--- src/rtl/cpu_flit_assembler_pkg.sv ---
// Shared flit types, counter type and the checksum helper used by the flit assembler.
package types;

    typedef struct packed {
        logic [7:0]   chk;
        logic [119:0] payload;
    } flit_t;

    localparam int FLIT_W = $bits(flit_t);

    typedef logic [7:0] cnt8_t;

    // Returns the flit with its checksum field replaced by the XOR of the payload bytes.
    function automatic flit_t calculate_checksum_comb(input flit_t raw);
        flit_t       f;
        logic [7:0]  x;
        f = raw;
        x = '0;
        for (int i = 0; i < 15; i++) begin
            x = x ^ raw.payload[i*8 +: 8];
        end
        f.chk = x;
        return f;
    endfunction

    function automatic cnt8_t sat_inc(input cnt8_t c);
        return (c == 8'hFF) ? c : c + 8'd1;
    endfunction

endpackage

--- src/rtl/cpu_flit_assembler_if.sv ---
// CPU beat input and NoC flit output handshakes of the flit assembler.
interface cpu_flit_assembler_if #(
    parameter int CPU_W = 32
);
    import types::*;

    logic [CPU_W-1:0] data_in;
    logic             data_in_vld;
    logic             data_in_rdy;
    flit_t            pushed_flit;
    logic             pushed_flit_valid;
    logic             pushed_flit_ready;

    modport slave (
        input  data_in, data_in_vld, pushed_flit_ready,
        output data_in_rdy, pushed_flit, pushed_flit_valid
    );

    modport master (
        output data_in, data_in_vld, pushed_flit_ready,
        input  data_in_rdy, pushed_flit, pushed_flit_valid
    );
endinterface

--- src/rtl/cpu_flit_assembler_fifo.sv ---
// First-word-fall-through flit FIFO; head is forced to zero while empty.
module flit_sync_fifo
    import types::*;
#(
    parameter int DEPTH = 4
) (
    input  logic                   clk,
    input  logic                   rst_n,
    input  logic                   push,
    input  flit_t                  push_data,
    input  logic                   pop,
    output flit_t                  pop_data,
    output logic                   full,
    output logic                   empty,
    output logic [$clog2(DEPTH):0] count
);
    localparam int AW = $clog2(DEPTH);

    flit_t         mem [DEPTH];
    logic [AW-1:0] wr_ptr_q, wr_ptr_d, rd_ptr_q, rd_ptr_d;
    logic [AW:0]   count_q, count_d;
    logic          do_push, do_pop;

    always_comb begin
        do_pop   = pop & ~empty;
        do_push  = push & (~full | do_pop);
        wr_ptr_d = do_push ? wr_ptr_q + 1'b1 : wr_ptr_q;
        rd_ptr_d = do_pop  ? rd_ptr_q + 1'b1 : rd_ptr_q;
        count_d  = count_q + (AW+1)'(do_push) - (AW+1)'(do_pop);
    end

    always_ff @(posedge clk or negedge rst_n) begin
        if (!rst_n) begin
            wr_ptr_q <= '0;
            rd_ptr_q <= '0;
            count_q  <= '0;
        end else begin
            wr_ptr_q <= wr_ptr_d;
            rd_ptr_q <= rd_ptr_d;
            count_q  <= count_d;
        end
    end

    always_ff @(posedge clk) begin
        if (do_push) begin
            mem[wr_ptr_q] <= push_data;
        end
    end

    assign empty    = (count_q == '0);
    assign full     = (count_q == (AW+1)'(DEPTH));
    assign count    = count_q;
    assign pop_data = empty ? '0 : mem[rd_ptr_q];
endmodule

--- src/rtl/cpu_flit_assembler.sv ---
// Packs CPU beats into flits, drops flits with a bad checksum and queues good ones for the NoC.
module cpu_flit_assembler
    import types::*;
#(
    parameter int CPU_W        = 32,
    parameter int FLIT_DEPTH   = 4,
    parameter bit STRICT_BURST = 1'b1
) (
    input  logic                 nocclk,
    input  logic                 rst_n,
    cpu_flit_assembler_if.slave  bus,
    input  logic                 sys_err_clear,
    output logic                 sys_invalid_flit,
    output cnt8_t                err_count,
    output cnt8_t                abort_count
);
    localparam int BEATS = FLIT_W / CPU_W;
    localparam int PW    = (BEATS > 1) ? $clog2(BEATS) : 1;
    localparam int CW    = $clog2(FLIT_DEPTH) + 1;

    logic [PW-1:0]     pos_q, pos_d;
    logic [FLIT_W-1:0] raw_q, raw_d;
    logic              complete_q, complete_d;
    logic              invalid_q, invalid_d;
    cnt8_t             err_q, err_d, abort_q, abort_d;

    logic              rdy, accept, abort_evt, chk_ok, push, bad_flit, pop;
    flit_t             corrected, fifo_head;
    logic              fifo_full, fifo_empty;
    logic [CW-1:0]     fifo_count;

    // A flit awaiting its check already owns a FIFO slot, so it is counted here.
    assign rdy    = rst_n & ~fifo_full & ((fifo_count + CW'(complete_q)) < CW'(FLIT_DEPTH));
    assign accept = bus.data_in_vld & rdy;

    always_comb begin
        pos_d      = pos_q;
        raw_d      = raw_q;
        complete_d = 1'b0;
        abort_evt  = 1'b0;
        if (accept) begin
            raw_d[pos_q*CPU_W +: CPU_W] = bus.data_in;
            if (pos_q == PW'(BEATS-1)) begin
                pos_d      = '0;
                complete_d = 1'b1;
            end else begin
                pos_d = pos_q + 1'b1;
            end
        end else if (STRICT_BURST && !bus.data_in_vld && pos_q != '0) begin
            pos_d     = '0;
            abort_evt = 1'b1;
        end
    end

    assign corrected = calculate_checksum_comb(flit_t'(raw_q));
    assign chk_ok    = (corrected == flit_t'(raw_q));
    assign push      = complete_q & chk_ok;
    assign bad_flit  = complete_q & ~chk_ok;

    // A fresh event in the same cycle as a clear leaves the count at one.
    always_comb begin
        invalid_d = invalid_q;
        err_d     = err_q;
        abort_d   = abort_q;
        if (sys_err_clear) begin
            invalid_d = 1'b0;
            err_d     = '0;
            abort_d   = '0;
        end
        if (bad_flit) begin
            invalid_d = 1'b1;
            err_d     = sys_err_clear ? 8'd1 : sat_inc(err_q);
        end
        if (abort_evt) begin
            abort_d = sys_err_clear ? 8'd1 : sat_inc(abort_q);
        end
    end

    always_ff @(posedge nocclk or negedge rst_n) begin
        if (!rst_n) begin
            pos_q      <= '0;
            raw_q      <= '0;
            complete_q <= 1'b0;
            invalid_q  <= 1'b0;
            err_q      <= '0;
            abort_q    <= '0;
        end else begin
            pos_q      <= pos_d;
            raw_q      <= raw_d;
            complete_q <= complete_d;
            invalid_q  <= invalid_d;
            err_q      <= err_d;
            abort_q    <= abort_d;
        end
    end

    assign pop = ~fifo_empty & bus.pushed_flit_ready;

    flit_sync_fifo #(.DEPTH(FLIT_DEPTH)) u_fifo (
        .clk       (nocclk),
        .rst_n     (rst_n),
        .push      (push),
        .push_data (corrected),
        .pop       (pop),
        .pop_data  (fifo_head),
        .full      (fifo_full),
        .empty     (fifo_empty),
        .count     (fifo_count)
    );

    assign bus.data_in_rdy       = rdy;
    assign bus.pushed_flit       = fifo_head;
    assign bus.pushed_flit_valid = ~fifo_empty;
    assign sys_invalid_flit      = invalid_q;
    assign err_count             = err_q;
    assign abort_count           = abort_q;
endmodule
--- src/flat_wrapper.sv ---
// flat-port wrapper written by rule: the top's interface ports become plain ports
module cpu_flit_assembler_flat import types::*;
#(
    parameter int CPU_W        = 32,
    parameter int FLIT_DEPTH   = 4,
    parameter bit STRICT_BURST = 1'b1
)
  (nocclk, rst_n, sys_err_clear, sys_invalid_flit, err_count, abort_count, bus_data_in, bus_data_in_vld, bus_pushed_flit_ready, bus_data_in_rdy, bus_pushed_flit, bus_pushed_flit_valid);
  cpu_flit_assembler_if #(.CPU_W(CPU_W)) bus_i ();
  input  logic nocclk;
  input  logic rst_n;
  input  logic sys_err_clear;
  output logic sys_invalid_flit;
  output cnt8_t err_count;
  output cnt8_t abort_count;
  input wire logic [$bits(bus_i.data_in)-1:0] bus_data_in;
  input wire logic [$bits(bus_i.data_in_vld)-1:0] bus_data_in_vld;
  input wire logic [$bits(bus_i.pushed_flit_ready)-1:0] bus_pushed_flit_ready;
  output wire logic [$bits(bus_i.data_in_rdy)-1:0] bus_data_in_rdy;
  output wire logic [$bits(bus_i.pushed_flit)-1:0] bus_pushed_flit;
  output wire logic [$bits(bus_i.pushed_flit_valid)-1:0] bus_pushed_flit_valid;
  assign bus_i.data_in = bus_data_in;
  assign bus_i.data_in_vld = bus_data_in_vld;
  assign bus_i.pushed_flit_ready = bus_pushed_flit_ready;
  assign bus_data_in_rdy = bus_i.data_in_rdy;
  assign bus_pushed_flit = bus_i.pushed_flit;
  assign bus_pushed_flit_valid = bus_i.pushed_flit_valid;
  cpu_flit_assembler #(.CPU_W(CPU_W), .FLIT_DEPTH(FLIT_DEPTH), .STRICT_BURST(STRICT_BURST)) u_core (.nocclk(nocclk), .rst_n(rst_n), .bus(bus_i), .sys_err_clear(sys_err_clear), .sys_invalid_flit(sys_invalid_flit), .err_count(err_count), .abort_count(abort_count));
endmodule
--- config.mk ---
export PLATFORM = sky130hd
export DESIGN_NAME = cpu_flit_assembler_flat
export DESIGN_NICKNAME = d
export VERILOG_FILES = /design/src/rtl/cpu_flit_assembler_pkg.sv /design/src/rtl/cpu_flit_assembler_if.sv /design/src/rtl/cpu_flit_assembler_fifo.sv /design/src/rtl/cpu_flit_assembler.sv /design/src/flat_wrapper.sv
export SDC_FILE = /design/constraint.sdc
export NUM_CORES = 1
export LEC_CHECK = 0
export BUFFER_PORTS_ARGS = -buffer_cell sky130_fd_sc_hd__buf_2
export CORE_MARGIN = 3
export CORE_UTILIZATION = 45
export DETAILED_ROUTE_END_ITERATION = 8
export PLACE_DENSITY = 0.77
export SETUP_SLACK_MARGIN = 0.3
export SYNTH_ARGS = -nofsm -noshare
export SYNTH_HDL_FRONTEND = slang
export SYNTH_SLANG_ARGS = --single-unit
--- constraint.sdc ---
create_clock -name nocclk -period 6.3 [get_ports nocclk]
set_clock_uncertainty 0.1 [all_clocks]
set_input_delay 0.945 -clock nocclk [delete_from_list [all_inputs] [get_ports nocclk]]
set_output_delay 0.945 -clock nocclk [all_outputs]
set_load 0.05 [all_outputs]
==> results.cfg <==
[clocking]
path_clk_slew_ns = 0.07
post_cts.repair.setup_buffers = 0
cts-root-buf = clkbuf_16
cts.sinks = 667
cts_resized = 0
clk_latency_ns = 0.62
tritoncts = built
cts_made_buffers = 61
postCtsHoldBufs = 0
htreeDepth = 2
clock_path_buffers = 3

[yosys]
ys.flop_type = edfxtp_1
avgSynthCellArea_sq_um = 16.6
synth_warnings = 0
ys_seq_area_frac = 0.713
synthCells = 1631
syn_nets = 1683
synth_seq_cells = 667
synth.cell_area_sq_um = 27000
async_flop_share = 0.232
synth_cell_types = 43
synth-edff-count = 512

[place]
post-dp-hpwl_microns = 41700
post_dp_cell_area_sq_um = 28900
dp_slack_ns = 1.62
gp_congestion = 0.822
port_buffers = 183

[detailed_routing]
drt_pass1_iterations = 5
routed_wl_microns = 65600
wire_per_inst_microns = 24.8
first_iter_violations = 1584
num_vias = 14900
vias_per_cell = 5.65
drc = 0
ant_nets = 0

[cells_and_area]
postLayoutCellArea_sq_um = 30900
postLayoutCoreUtil = 0.522
fillers = 4657
mostFrequentLayoutCell = edfxtp_1
fin_nets = 1868
area_delta_synth_final_pct = 14.5
drive_gt1_frac = 0.246
final_cell_mix = edfxtp_1 (512), nand2_1 (266), buf_2 (182), dfrtp_1 (153), and2_1 (133)

[pwr]
power_frac_clock = 0.243
switching_power_mw = 5.85
combPwrFrac = 0.379
switching_share = 0.382
power_density_nw_per_um2 = 496
ir_drop_mv = 0.356
seq_power_share = 0.378
leakagePower_nw = 11.8
internal-power_mw = 9.48

[floorplanning]
chipWidth_microns = 251
dieArea_sq_um = 63000
rows = 89
start_util = 0.456
ioPinCount = 184
core_sq_um = 59200
die_y_microns = 251

[global_routing]
gr-total-overflow = 0
track_usage = 0.209
grt_start_max_net_pins = 131
grt_pass1_vias = 15000
grt_first_pass_wirelength_microns = 98100
antenna_found_initial = 6

[critical_path]
critPathBufInv = 1
required_ns = 6.47
end_kind = register
cp_common_cell = xnor3_1
worstSetupPathType = register to register
slowest_delay_ns = 0.80
cp_data_arrival_time_ns = 4.83
cp-start-kind = register
cp_top_family = simple AND/OR/NAND/NOR gates
path_max_fanout = 54
crit_slowest_cell = and2_4
critical_path.cell_chain = xnor3_1 > xnor3_2 > xnor3_1 > a222oi_1 > nand4_2 > nor3_4 > and2_4 > buf_4

[sta]
grt_setup_unrepaired = no
report.final.slew_viol_count = 0
worst_slew_pin_slew_ns = 1.22
hold_viol_final = 0
layout_setup_ws_ns = 1.63
fmax_mhz = 214
hold_ws_ns = 0.204
setup_viol = 0
finalCritPeriodShare = 0.740
fin_crit_ns = 4.67
fin_setup_tns_ns = 0
relSlewSlack = 0.182

[hold_path]
hold_path.class = primary input to asynchronous set/reset pin

[run_status]
outcome = complete, no violations

[job]
max-cap-violations = 0
-- routing by layer --
| layer | GRT usage | part of all wire | vias to the layer above |
|---|---|---|---|
| met5 | 0 | 0.00040 | - |
| met4 | 0.0792 | 0.040 | 4 |
| met3 | 0.0382 | 0.078 | 112 |
| met2 | 0.330 | 0.47 | 666 |
| met1 | 0.294 | 0.41 | 7730 |
| li1 | - | - | 6423 |
-- cell usage after synthesis, types with 2 or more instances --
master / count / area, sq um
mux2i_1: 2 / 20.0
and3_1: 5 / 31.3
and2_1: 137 / 857
mux4_2: 128 / 2880
a222oi_1: 2 / 20.0
dfrtp_1: 155 / 3880
and2b_1: 2 / 15.0
xnor3_1: 12 / 270
buf_1: 13 / 48.8
xor3_2: 2 / 50.1
nor2_1: 16 / 60.1
inv_1: 12 / 45.0
xnor3_2: 5 / 119
xor2_1: 29 / 254
nand2_1: 270 / 1010
o21ai_1: 3 / 15.0
o211ai_1: 2 / 15.0
clkbuf_1: 68 / 255
o21ai_0: 131 / 656
edfxtp_1: 512 / 15400
nand4_1: 4 / 25.0
or3_1: 3 / 18.8
ha_1: 14 / 175
xnor2_1: 74 / 648
nor3_1: 2 / 10.0
o31ai_1: 3 / 22.5
a21oi_1: 5 / 25.0
nor3b_1: 3 / 22.5
nand3_1: 3 / 15.0
-- state kept, by name, summed over array words and instances, names as in the netlist --
| signal | cells |
|---|---|
| u_core.raw_q | 128 |
| u_core.err_count | 8 |
| u_core.abort_count | 8 |
| u_core.u_fifo.mem | 512 |
| u_core.pos_q | 2 |
| u_core.u_fifo.count | 3 |
| u_core.complete_q | 1 |
| u_core.u_fifo.wr_ptr_q | 2 |
| u_core.sys_invalid_flit | 1 |
| u_core.u_fifo.rd_ptr_q | 2 |
-- layout make-up --
type / count / area, sq um / share of cell area
repair buffers: 203 / 1150 / 0.0371
diodes: 3 / 7.51 / 0.000243
clock buffers: 83 / 1710 / 0.0553
inverters: 12 / 45.0 / 0.00146
multi-input cells: 871 / 7460 / 0.241
flip-flops and latches: 667 / 19300 / 0.623
clock inverters: 32 / 324 / 0.0105
well taps: 773 / 967 / 0.0313
-- kinds of logic (layout without fill, tap and decap cells) --
family	count (synthesis)	in the layout	share of synthesized area
buffers and inverters	93	330	0.0129
adder cells (fa/ha/maj)	15	15	0.00722
other	0	3	0
AND/OR/NAND/NOR	451	451	0.0793
multiplexers	130	130	0.107
XOR/XNOR	122	122	0.0496
AO/OA/AOI/OAI	153	153	0.0309
flip-flops	667	667	0.713
-- path summary, 6_finish.rpt --
path,endpoint,slack [ns],start,cells past startpoint
max in group asynchronous,u_core.raw_q[50],4.01,rst_n,3
max,u_core.u_fifo.mem[3][44],1.63,u_core.raw_q[74],8
min,u_core.err_count[1],0.20,rst_n,1
min in group nocclk,u_core.raw_q[123],0.39,u_core.raw_q[123],2
max reg2reg,u_core.u_fifo.mem[3][44],1.63,u_core.raw_q[74],8
min reg2reg,u_core.raw_q[123],0.39,u_core.raw_q[123],2
-- power by group through the flow --
stage / Combinational [mW] / Sequential, mW / Clock [mW]
2_1_floorplan: 4.40 / 5.63 / 0
3_3_place_gp: 5.77 / 5.85 / 0
3_5_place_dp: 5.84 / 5.89 / 0
4_1_cts: 5.88 / 5.80 / 3.77
5_1_grt: 6.13 / 5.85 / 3.94
6_report: 5.81 / 5.80 / 3.72
-- per-stage QoR --
stage / cells / total power [mW]
after global placement: 2526 / 11.6
after CTS: 2641 / 15.4
after floorplan: 1631 / 10.0
final: 2644 / 15.3
after detailed placement: 2526 / 11.7
after global routing: 2641 / 15.9
No activity file was read; power rests on OpenSTA's default activity.
